$ cat src/rtl/netlist_cell_evaluator.sv
// Sequential gate-netlist evaluator: loads a cell program, then runs one cell per clock over a net file.
// Optional NETLIST_EVAL_UNDRIVEN_CHECK_EN flags reads of nets that no cell or input has driven.
module netlist_cell_evaluator #(
    parameter int NET_AW  = 5,
    parameter int PROG_AW = 4,
    parameter int NUM_IN  = 4,
    parameter int NUM_OUT = 2
) (
    input  logic                    i_clk,
    input  logic                    i_rst_n,
    input  logic                    i_prog_we,
    input  logic [PROG_AW-1:0]      i_prog_addr,
    input  logic [3+4*NET_AW-1:0]   i_prog_wdata,
    input  logic [PROG_AW:0]        i_prog_len,
    input  logic                    i_in_valid,
    output logic                    o_in_ready,
    input  logic [NUM_IN-1:0]       i_in_data,
    output logic                    o_out_valid,
    input  logic                    i_out_ready,
    output logic [NUM_OUT-1:0]      o_out_data,
    output logic                    o_busy,
    output logic                    o_err
);
    localparam int NET_COUNT  = 2**NET_AW;
    localparam int CW         = 3 + 4*NET_AW;
    localparam int PROG_DEPTH = 2**PROG_AW;
    localparam logic [PROG_AW:0] LEN_ONE = 1;

    typedef enum logic [1:0] {ST_IDLE, ST_EVAL, ST_DONE} state_t;

    state_t                 r_state, w_state_next;
    logic [CW-1:0]          r_prog [PROG_DEPTH];
    logic [PROG_AW-1:0]     r_pc;
    logic [PROG_AW:0]       r_len;
    logic [NET_COUNT-1:0]   r_nets;
    logic                   r_err;

    logic [CW-1:0]          w_cell;
    logic [2:0]             w_op;
    logic [NET_AW-1:0]      w_dst, w_a, w_b, w_s;
    logic                   w_na, w_nb, w_ns;
    logic                   w_val, w_wr, w_dst_in, w_accept, w_last, w_err_set;

    // Program memory is never reset; writes only land while idle.
    always_ff @(posedge i_clk) begin
        if (i_prog_we && r_state == ST_IDLE) begin
            r_prog[i_prog_addr] <= i_prog_wdata;
        end
    end

    assign w_cell   = r_prog[r_pc];
    assign w_op     = w_cell[CW-1 -: 3];
    assign w_dst    = w_cell[4*NET_AW-1 -: NET_AW];
    assign w_a      = w_cell[3*NET_AW-1 -: NET_AW];
    assign w_b      = w_cell[2*NET_AW-1 -: NET_AW];
    assign w_s      = w_cell[NET_AW-1:0];
    assign w_na     = r_nets[w_a];
    assign w_nb     = r_nets[w_b];
    assign w_ns     = r_nets[w_s];
    assign w_dst_in = (w_dst < NET_AW'(NUM_IN));
    assign w_accept = (r_state == ST_IDLE) && i_in_valid;
    assign w_last   = ({1'b0, r_pc} == (r_len - LEN_ONE));

    always_comb begin
        w_val = 1'b0;
        w_wr  = 1'b1;
        unique case (w_op)
            3'd0:    w_wr  = 1'b0;
            3'd1:    w_val = 1'b1;
            3'd2:    w_val = 1'b0;
            3'd3:    w_val = w_na & w_nb;
            3'd4:    w_val = w_na | w_nb;
            3'd5:    w_val = w_ns ? w_na : w_nb;
            3'd6:    w_val = ~w_na;
            default: w_val = w_na ^ w_nb;
        endcase
    end

`ifdef NETLIST_EVAL_UNDRIVEN_CHECK_EN
    logic [NET_COUNT-1:0] r_drv;
    logic                 w_src_undrv, w_out_undrv;

    // Only the source fields an opcode actually uses are checked.
    always_comb begin
        w_src_undrv = 1'b0;
        unique case (w_op)
            3'd3, 3'd4, 3'd7: w_src_undrv = !r_drv[w_a] || !r_drv[w_b];
            3'd5:             w_src_undrv = !r_drv[w_a] || !r_drv[w_b] || !r_drv[w_s];
            3'd6:             w_src_undrv = !r_drv[w_a];
            default:          w_src_undrv = 1'b0;
        endcase
    end

    assign w_out_undrv = ~&r_drv[NET_COUNT-1 -: NUM_OUT];

    always_ff @(posedge i_clk or negedge i_rst_n) begin
        if (!i_rst_n) begin
            r_drv <= '0;
        end else if (w_accept) begin
            r_drv <= NET_COUNT'({NUM_IN{1'b1}});
        end else if (r_state == ST_EVAL && w_wr && !w_dst_in) begin
            r_drv[w_dst] <= 1'b1;
        end
    end
`endif

    always_comb begin
        w_err_set = 1'b0;
        if (r_state == ST_EVAL) begin
            if (w_wr && w_dst_in) begin
                w_err_set = 1'b1;
            end
`ifdef NETLIST_EVAL_UNDRIVEN_CHECK_EN
            if (w_src_undrv) begin
                w_err_set = 1'b1;
            end
`endif
        end
`ifdef NETLIST_EVAL_UNDRIVEN_CHECK_EN
        if (r_state == ST_DONE && w_out_undrv) begin
            w_err_set = 1'b1;
        end
`endif
    end

    always_comb begin
        w_state_next = r_state;
        unique case (r_state)
            ST_IDLE: if (w_accept) w_state_next = (i_prog_len == '0) ? ST_DONE : ST_EVAL;
            ST_EVAL: if (w_last) w_state_next = ST_DONE;
            ST_DONE: if (i_out_ready) w_state_next = ST_IDLE;
            default: w_state_next = ST_IDLE;
        endcase
    end

    always_ff @(posedge i_clk or negedge i_rst_n) begin
        if (!i_rst_n) begin
            r_state <= ST_IDLE;
            r_pc    <= '0;
            r_len   <= '0;
            r_nets  <= '0;
            r_err   <= 1'b0;
        end else begin
            r_state <= w_state_next;
            if (w_accept) begin
                r_nets <= NET_COUNT'(i_in_data);
                r_pc   <= '0;
                r_len  <= i_prog_len;
                r_err  <= 1'b0;
            end else begin
                r_err <= r_err | w_err_set;
                if (r_state == ST_EVAL) begin
                    r_pc <= r_pc + 1'b1;
                    // Input nets are read-only; the write is dropped and flagged.
                    if (w_wr && !w_dst_in) begin
                        r_nets[w_dst] <= w_val;
                    end
                end
            end
        end
    end

    assign o_in_ready  = (r_state == ST_IDLE);
    assign o_busy      = (r_state != ST_IDLE);
    assign o_out_valid = (r_state == ST_DONE);
    assign o_out_data  = r_nets[NET_COUNT-1 -: NUM_OUT];
`ifdef NETLIST_EVAL_UNDRIVEN_CHECK_EN
    assign o_err       = r_err | ((r_state == ST_DONE) && w_out_undrv);
`else
    assign o_err       = r_err;
`endif

endmodule

$ cat config.mk
export PLATFORM = sky130hd
export DESIGN_NAME = netlist_cell_evaluator
export DESIGN_NICKNAME = d
export VERILOG_FILES = /design/src/rtl/netlist_cell_evaluator.sv
export SDC_FILE = /design/constraint.sdc
export NUM_CORES = 1
export LEC_CHECK = 0
export CAP_MARGIN = 15
export CORE_ASPECT_RATIO = 0.5
export CORE_MARGIN = 3
export CORE_UTILIZATION = 40
export DETAILED_ROUTE_END_ITERATION = 10
export PLACE_DENSITY = 0.63
export SETUP_SLACK_MARGIN = 0.5
export SLEW_MARGIN = 5
export SYNTH_ARGS = -nofsm -noshare
export SYNTH_HDL_FRONTEND = slang
export SYNTH_SLANG_ARGS = --single-unit
$ cat constraint.sdc
create_clock -name i_clk -period 4.85 [get_ports i_clk]
set_input_delay 0.97 -clock i_clk [delete_from_list [all_inputs] [get_ports i_clk]]
set_output_delay 0.97 -clock i_clk [all_outputs]
set_load 0.03 [all_outputs]
==> summary.md, run 1 <==
| Metric | Value |
|---|---|
| Status | `finished clean` |
| Fillers | `3528` |
| CTS tree | `built` |
| Die area | `47230 um2` |
| PortBufs | `46` |
| DRC | `0` |
| Pins Over Slew Limit | `0` |
| Worst path cell trace | `buf_16 > buf_4 > mux4_2 > a22oi_2 > nand2_2 > buf_4 > a21boi_1 > o32ai_2 > o32ai_2 > or3_4 > inv_4 > ha_4 > nand3b_1 > o21ai_1 > a32oi_1 > o211ai_1 > buf_4 > o21ai_4 > clkbuf_16 > o31ai_2` |
| Vias in the first global route | `between 10000 and 15000` |
| Crit Path Class | `reg -> reg` |
| Initial antenna violation count | `0` |
| GRT Total Usage | `19.36%` |
| CP max stage delay | `0.53 ns` |
| CP max stage cell | `dfrtp_4` |
| CP Max Fanout | `8` |
| Mapped Nets | `about 1100` |
| Syn avg cell area | `16.17 um2` |
| Crit. End Element | `register` |
| Die X | `304.3 um` |
| Num Clock Sinks | `412` |
| Worst-path clk slew | `0.07 ns` |
| First-pass GRT wire length | `68.41 mm` |
| Hold Crit Class | `in -> async` |
| Leak pwr | `0.007106 uW` |
| GRT overflow | `0` |
| Post-route ant nets | `0` |
| Drt wl/cell | `25.69 um` |
| Maxcap violations | `0` |
| FF/Latch Area | `12160 um2` |
| Warnings from Yosys | `0` |
| Synthesized area | `17800 um2` |
| Top cell by count, worst path | `buf_4` |
| CP Launch Type | `register` |
| CTS Buffer Depth | `3` |
| Clk_lat worst skew | `0.55 ns` |
| Layout Cells excl Fill | `1837` |
| Routed WL | `47.20 mm` |
| Hpwl dp | `between 20 and 30 mm` |
| Die height | `155.2 um` |
| Area of the multi-input gates | `5642 um2` |
| Fin crit share | `between 90% and 100%` |
| Post-synthesis sequential area ratio | `68.26%` |
| P per Cell Area | `651.4 nW/um2` |
| Largest net degree at the start of global routing | `45` |
| Vias/cell | `5.904` |
| Maximum VDD drop | `between 0.5 and 0.6 mV` |
| Final worst path period need | `4.387 ns` |
| WP data required | `around 5.3 ns` |
| Cells after synthesis | `1101` |
| Initial Utilization | `41.43%` |
| Fmax | `0.2280 GHz` |
| Core Area | `42970 um2` |
| Synthesis-to-layout area growth | `19.64%` |
| Total power | `13870 uW` |
| Yosys cell types | `between 70 and 80` |
| Drt first-iter violations | `1061` |
| CP top delay family | `compound AO/OA/AOI/OAI gates` |
| Final TNS setup | `0 ns` |
| Async set-or-reset flop fraction in the synthesized netlist | `a little over a tenth` |
| Hold_buf cts | `0` |
| Post-synth EDFFs | `between 300 and 400` |
| Bufs and invs on worst path | `6` |
| CTS H-tree lvls | `2` |
| Num rows | `53` |
| DR pass1 iterations | `5` |
| Root buffer cell | `clkbuf_16` |
| Final GP Congestion | `0.8591` |
| Finish-stage setup viols | `0` |
| Fin. Hold Viols | `0` |
| Num CTS Buffers | `38` |
| Synth Flop Type | `edfxtp_1` |
| Worst Skew | `0.01837 ns` |
| RSZ-0062 raised after global routing | `true` |
| Placed cell count | `1720` |
| # IOs | `47` |
| Final Util | `49.57%` |
| WP data arrival | `4.78 ns` |
| Slew @ Worst Pin | `1.009 ns` |
| Synthesis-stage register bit count | `about 410` |
| Final #Nets | `about 1300` |
| Slew HR | `32.60%` |
| DR vias | `10850` |
| Layout cell share with drive strength beyond 1 | `roughly a quarter` |
## timing repair
action / in CTS / in global routing
resized for setup: 11 / 82
cloned: 1 / 3
pin swaps: 2 / 38
buffers inserted: 9 / 35
hold endpoints to repair: 0 / 0
endpoints found under the setup margin: 28 / 28
## registers in the layout (all words and copies together), names as in the netlist
signal	cells
r_pc	4
r_state	2
r_prog	368
r_len	5
o_err	1
r_nets	32
## cells by family (layout without fill, tap and decap cells)
logic type / after synthesis / after routing / synth area share, %
adder cells (fa/ha/maj): 3 / 3 / 0.2109
other: 0 / 1 / 0
buffers and inverters: 73 / 231 / 2.453
AND/OR/NAND/NOR: 218 / 218 / 6.009
multiplexers: 168 / 168 / 13.64
AO/OA/AOI/OAI: 223 / 223 / 9.235
XOR/XNOR: 4 / 4 / 0.1968
flip-flops: 412 / 412 / 68.26
## where the power goes
part | switching (uW) | internal, uW
sequential | 219 | 4050
combinational | 3740 | 2880
clock | 1320 | 1670
## path summary, 6_finish.rpt
check | slack [ns] | cells after the start | start | endpoint
max | 0.46 | 20 | r_pc[0] | r_nets[27]
max reg2reg | 0.46 | 20 | r_pc[0] | r_nets[27]
min reg2reg | 0.50 | 2 | o_err | o_err
max in group asynchronous | 4.07 | 2 | i_rst_n | r_pc[1]
min | 0.29 | 1 | i_rst_n | r_len[4]
min in group i_clk | 0.50 | 2 | o_err | o_err
## cell usage in the layout (no fill, tap or decap), types with 6 or more instances in the layout
cell             Yosys  routed
o31ai_4              0      12
nand2b_1            13      12
buf_6                6       6
o22ai_1             11      11
a221oi_1            17      17
clkbuf_1            23       8
o21ai_0             41      37
buf_12               3      13
nor2_2               2      15
mux2_2              13      11
a21oi_1             32      29
o211ai_1            23      23
nand2_2              2       9
edfxtp_1           368     368
clkinv_1             1       6
and2_1              10       8
a22oi_1             22      17
nor2_1              55      41
buf_4                9      77
clkdlybuf4s50_1      0      45
o221ai_1            13      12
clkinv_2             0       8
mux2i_1             94      92
nand4_1              6       6
inv_1               15      15
or2_2                7       6
dfrtp_1             44      42
clkbuf_16            0      40
nand2_1             63      54
nand3_1             26      25
a22oi_2              2       7
mux4_2              57      57
a22o_1               6       6
## synth_stat cells, types with 3 or more instances
cell / instances / area, um2
a211o_1: 3 / 26.28
a21boi_0: 3 / 22.52
a21oi_1: 32 / 160.2
a221oi_1: 17 / 148.9
a22o_1: 6 / 52.55
a22oi_1: 22 / 165.2
and2_1: 10 / 62.56
buf_1: 3 / 11.26
buf_12: 3 / 60.06
buf_2: 10 / 50.05
buf_4: 9 / 67.56
buf_6: 6 / 67.56
clkbuf_1: 23 / 86.33
dfrtp_1: 44 / 1101
edfxtp_1: 368 / 11050
ha_1: 3 / 37.54
inv_1: 15 / 56.30
mux2_1: 3 / 33.78
mux2_2: 13 / 146.4
mux2i_1: 94 / 940.9
mux4_2: 57 / 1284
nand2_1: 63 / 236.5
nand2b_1: 13 / 81.33
nand3_1: 26 / 130.1
nand4_1: 6 / 37.54
nor2_1: 55 / 206.5
nor2b_1: 7 / 43.79
nor3_1: 8 / 40.04
o211a_1: 4 / 40.04
o211ai_1: 23 / 172.7
o21ai_0: 41 / 205.2
o221ai_1: 13 / 113.9
o22ai_1: 11 / 68.82
o31ai_1: 9 / 67.56
o31ai_2: 10 / 125.1
o32ai_1: 3 / 26.28
or2_2: 7 / 43.79
or3_1: 5 / 31.28
xnor2_1: 3 / 26.28
## metrics by stage
stage | setup WS [ns] | area (um2) | hold slack [ns]
floorplan | 0.8251 | 17800 | 0.4668
global placement | 0.2735 | 19120 | 0.5035
detailed placement | 0.09946 | 19150 | 0.4980
CTS | 0.5005 | 20540 | 0.5123
global route | 0.3347 | 21300 | 0.2910
finish | 0.4632 | 21300 | 0.2879
## final cells by class
class / count / area share, %
flip-flops and latches: 412 / 57.09
diodes: 1 / 0.01175
inverters: 17 / 0.3113
clock inverters: 21 / 1.093
well taps: 577 / 3.390
multi-input cells: 616 / 26.49
clock buffers: 46 / 4.606
repair buffers: 147 / 7.014
## per-layer routing
metal | global-route usage, % | share of wire [%] | vias to the layer above
li1 | - | - | 4692
met1 | 28.75 | 45 | 5612
met2 | 29.90 | 46 | 474
met3 | 3.156 | 7.6 | 67
met4 | 4.950 | 2.0 | 0
met5 | 0 | 0 | -
(Power assumes the default switching activity.)
==> inputs of run 2 (changes only) <==
CORE_MARGIN = default   (was 3)
==> summary.md, run 2 (synthesized netlist as in run 1, its figures left out) <==
| Metric | Value |
|---|---|
| CP max stage cell | `mux4_2` |
| CP max stage delay | `0.51 ns (-0.02 ns)` |
| DR top layer | `met4` |
| Top cell by count, worst path | `buf_4` |
| Routed WL | `47.30 mm (+0.21%)` |
| CTS Buffer Depth | `3 (unchanged)` |
| Worst path cell trace | `buf_4 > mux4_2 > a22oi_2 > nand2_2 > a21oi_2 > buf_4 > a221o_1 > and4bb_1 > or3_4 > inv_2 > ha_4 > nand3b_1 > o21ai_1 > a32oi_1 > o211ai_1 > buf_4 > o21ai_4 > o31ai_2` |
| Largest Register | `r_prog` |
| # IOs | `47 (unchanged)` |
| CP Max Fanout | `6 (-2)` |
| Fin crit share | `87.75% (-2.7 points)` |
| Clk_lat worst skew | `0.55 ns (about the same)` |
| DRC | `0 (unchanged)` |
| Die area | `45400 um2 (-3.9%)` |
| Worst-path clk slew | `0.07 ns (about the same)` |
| Total power | `13640 uW (-1.7%)` |
| Fillers | `3621 (+2.6%)` |
| Metal3 WL | `4.155 mm (+16%)` |
| Die height | `151.2 um (-2.6%)` |
| Flip-flop count of the largest register after layout | `368 (unchanged)` |
| Vias in the first global route | `10550 (+1.8%)` |
| Hold Crit Class | `reg -> reg` |
| Slew HR | `21.62% (-11 points)` |
| Slew @ Worst Pin | `1.176 ns (+0.1670 ns)` |
| Initial Utilization | `40.72% (-0.70 points)` |
| Num rows | `54 (+1.9%)` |
| Dpl ws | `-0.2714 ns (-0.3708 ns)` |
| GRT Total Usage | `20.40% (+1.0 points)` |
| Crit. End Element | `register` |
| Layout cell share with drive strength beyond 1 | `26.46% (+0.48 points)` |
| Leak pwr | `0.007072 uW (-0.48%)` |
| Final TNS setup | `0 ns (unchanged)` |
| Final GP Congestion | `0.8306 (-3.3%)` |
| Largest net degree at the start of global routing | `45 (unchanged)` |
| Maxcap violations | `0 (unchanged)` |
| Fin. Hold Viols | `0 (unchanged)` |
| Die X | `300.3 um (-1.3%)` |
| Most frequent cells in the layout | `edfxtp_1, mux2i_1, buf_4` |
| Status | `finished clean` |
| First-pass GRT wire length | `67.35 mm (-1.5%)` |
| Drt wl/cell | `25.44 um (-0.98%)` |
| Core Area | `43710 um2 (+1.7%)` |
| DR vias | `10950 (+0.99%)` |
| CTS tree | `built` |
| DR pass1 iterations | `5 (unchanged)` |
| Final worst path period need | `4.256 ns (-0.1309 ns)` |
| WP data arrival | `4.66 ns (-0.12 ns)` |
| Pins Over Slew Limit | `0 (unchanged)` |
| P per Cell Area | `644.4 nW/um2 (-1.1%)` |
| Crit Path Class | `reg -> reg` |
| WP data required | `5.25 ns (about the same)` |
| Maximum VDD drop | `0.3681 mV (-28%)` |
| Num CTS Buffers | `39 (+2.6%)` |
| Finish-stage setup viols | `0 (unchanged)` |
| Vias/cell | `5.891 (-0.21%)` |
| Post-Route M1 WL | `20.72 mm (-1.9%)` |
| Initial antenna violation count | `0 (unchanged)` |
| Root buffer cell | `clkbuf_16` |
| GRT overflow | `0 (unchanged)` |
| Drt first-iter violations | `1218 (+15%)` |
| Final #Nets | `1284 (+0.63%)` |
| CTS H-tree lvls | `2 (unchanged)` |
| Post-route ant nets | `0 (unchanged)` |
| WHS | `0.5036 ns (+0.2157 ns)` |
| Final setup margin | `0.5941 ns (+0.1309 ns)` |
| Metal2 WL | `21.29 mm (-1.3%)` |
| PortBufs | `46 (unchanged)` |
| Synthesis-to-layout area growth | `18.87%` |
| CP Launch Type | `register` |
| Num Clock Sinks | `412 (unchanged)` |
| RSZ-0062 raised after global routing | `true` |
| Worst Skew | `0.02428 ns (+0.005905 ns)` |
| Hold_buf cts | `0 (unchanged)` |
| Commonest non-fill, non-tap cell in the layout | `edfxtp_1` |
| Biggest regs | `r_prog x368, r_nets x32, r_len x5` |
| Fmax | `0.2350 GHz (+3.1%)` |
| Hpwl dp | `29.05 mm (-0.36%)` |
-- run 2: path summary, 6_finish.rpt --
kind	cells past startpoint	slack [ns]	start	endpoint
min in group asynchronous	2	0.52	i_rst_n	r_nets[7]
max in group asynchronous	2	3.89	i_rst_n	r_pc[0]
worst max register to register	18	0.59	r_pc[0]	r_nets[23]
worst min-delay path	2	0.50	o_err	o_err
worst min register to register	2	0.50	o_err	o_err
worst max-delay path	18	0.59	r_pc[0]	r_nets[23]
-- run 2: timing repair --
item / CTS / global route
cloned: 2 / 5
buffers inserted: 16 / 21
endpoints found under the setup margin: 28 / 28
pin swaps: 6 / 37
resized for setup: 21 / 63
-- run 2: worst max-delay path: cells and delay by family (launching register included) --
kind	cells	cell delay, ns
buffers and inverters	4	0.65
muxes	1	0.51
adders and majority gates	1	0.12
DFF	1	0.50
and+or+nand+nor	4	0.93
AOI/OAI and AO/OA	8	1.39
-- run 2: metal layers --
metal | GRT usage [%] | vias to the layer above
met1 | 29.21 | 5678
li1 | - | 4717
met4 | 6.046 | 0
met3 | 4.748 | 83
met2 | 30.99 | 474
met5 | 0 | -
-- run 2: power by group --
group,internal (uW),total [uW],switching [uW]
clock network,1630,2970,1350
logic,2690,6380,3690
registers,4050,4280,237
total,8360,13600,5270
-- run 2: through the flow --
step / std cells / util [%] / instance area [um2]
floorplan: 1101 / - / 17800
global placement: 1743 / 43.91 / 19190
detailed placement: 1743 / 43.91 / 19190
CTS: 1832 / 47.27 / 20660
global route: 1858 / 48.40 / 21160
finish: 1859 / 48.41 / 21160
-- run 2: final cells by class --
| type | count | area (um2) | area share [%] |
|---|---|---|---|
| flip-flops and latches | 412 | 12160 | 57.45 |
| multi-input cells | 620 | 5598 | 26.45 |
| repair buffers | 150 | 1380 | 6.522 |
| clock buffers | 49 | 1023 | 4.837 |
| well taps | 588 | 735.7 | 3.477 |
| clock inverters | 22 | 200.2 | 0.9460 |
| inverters | 17 | 63.81 | 0.3015 |
| diodes | 1 | 2.502 | 0.01183 |
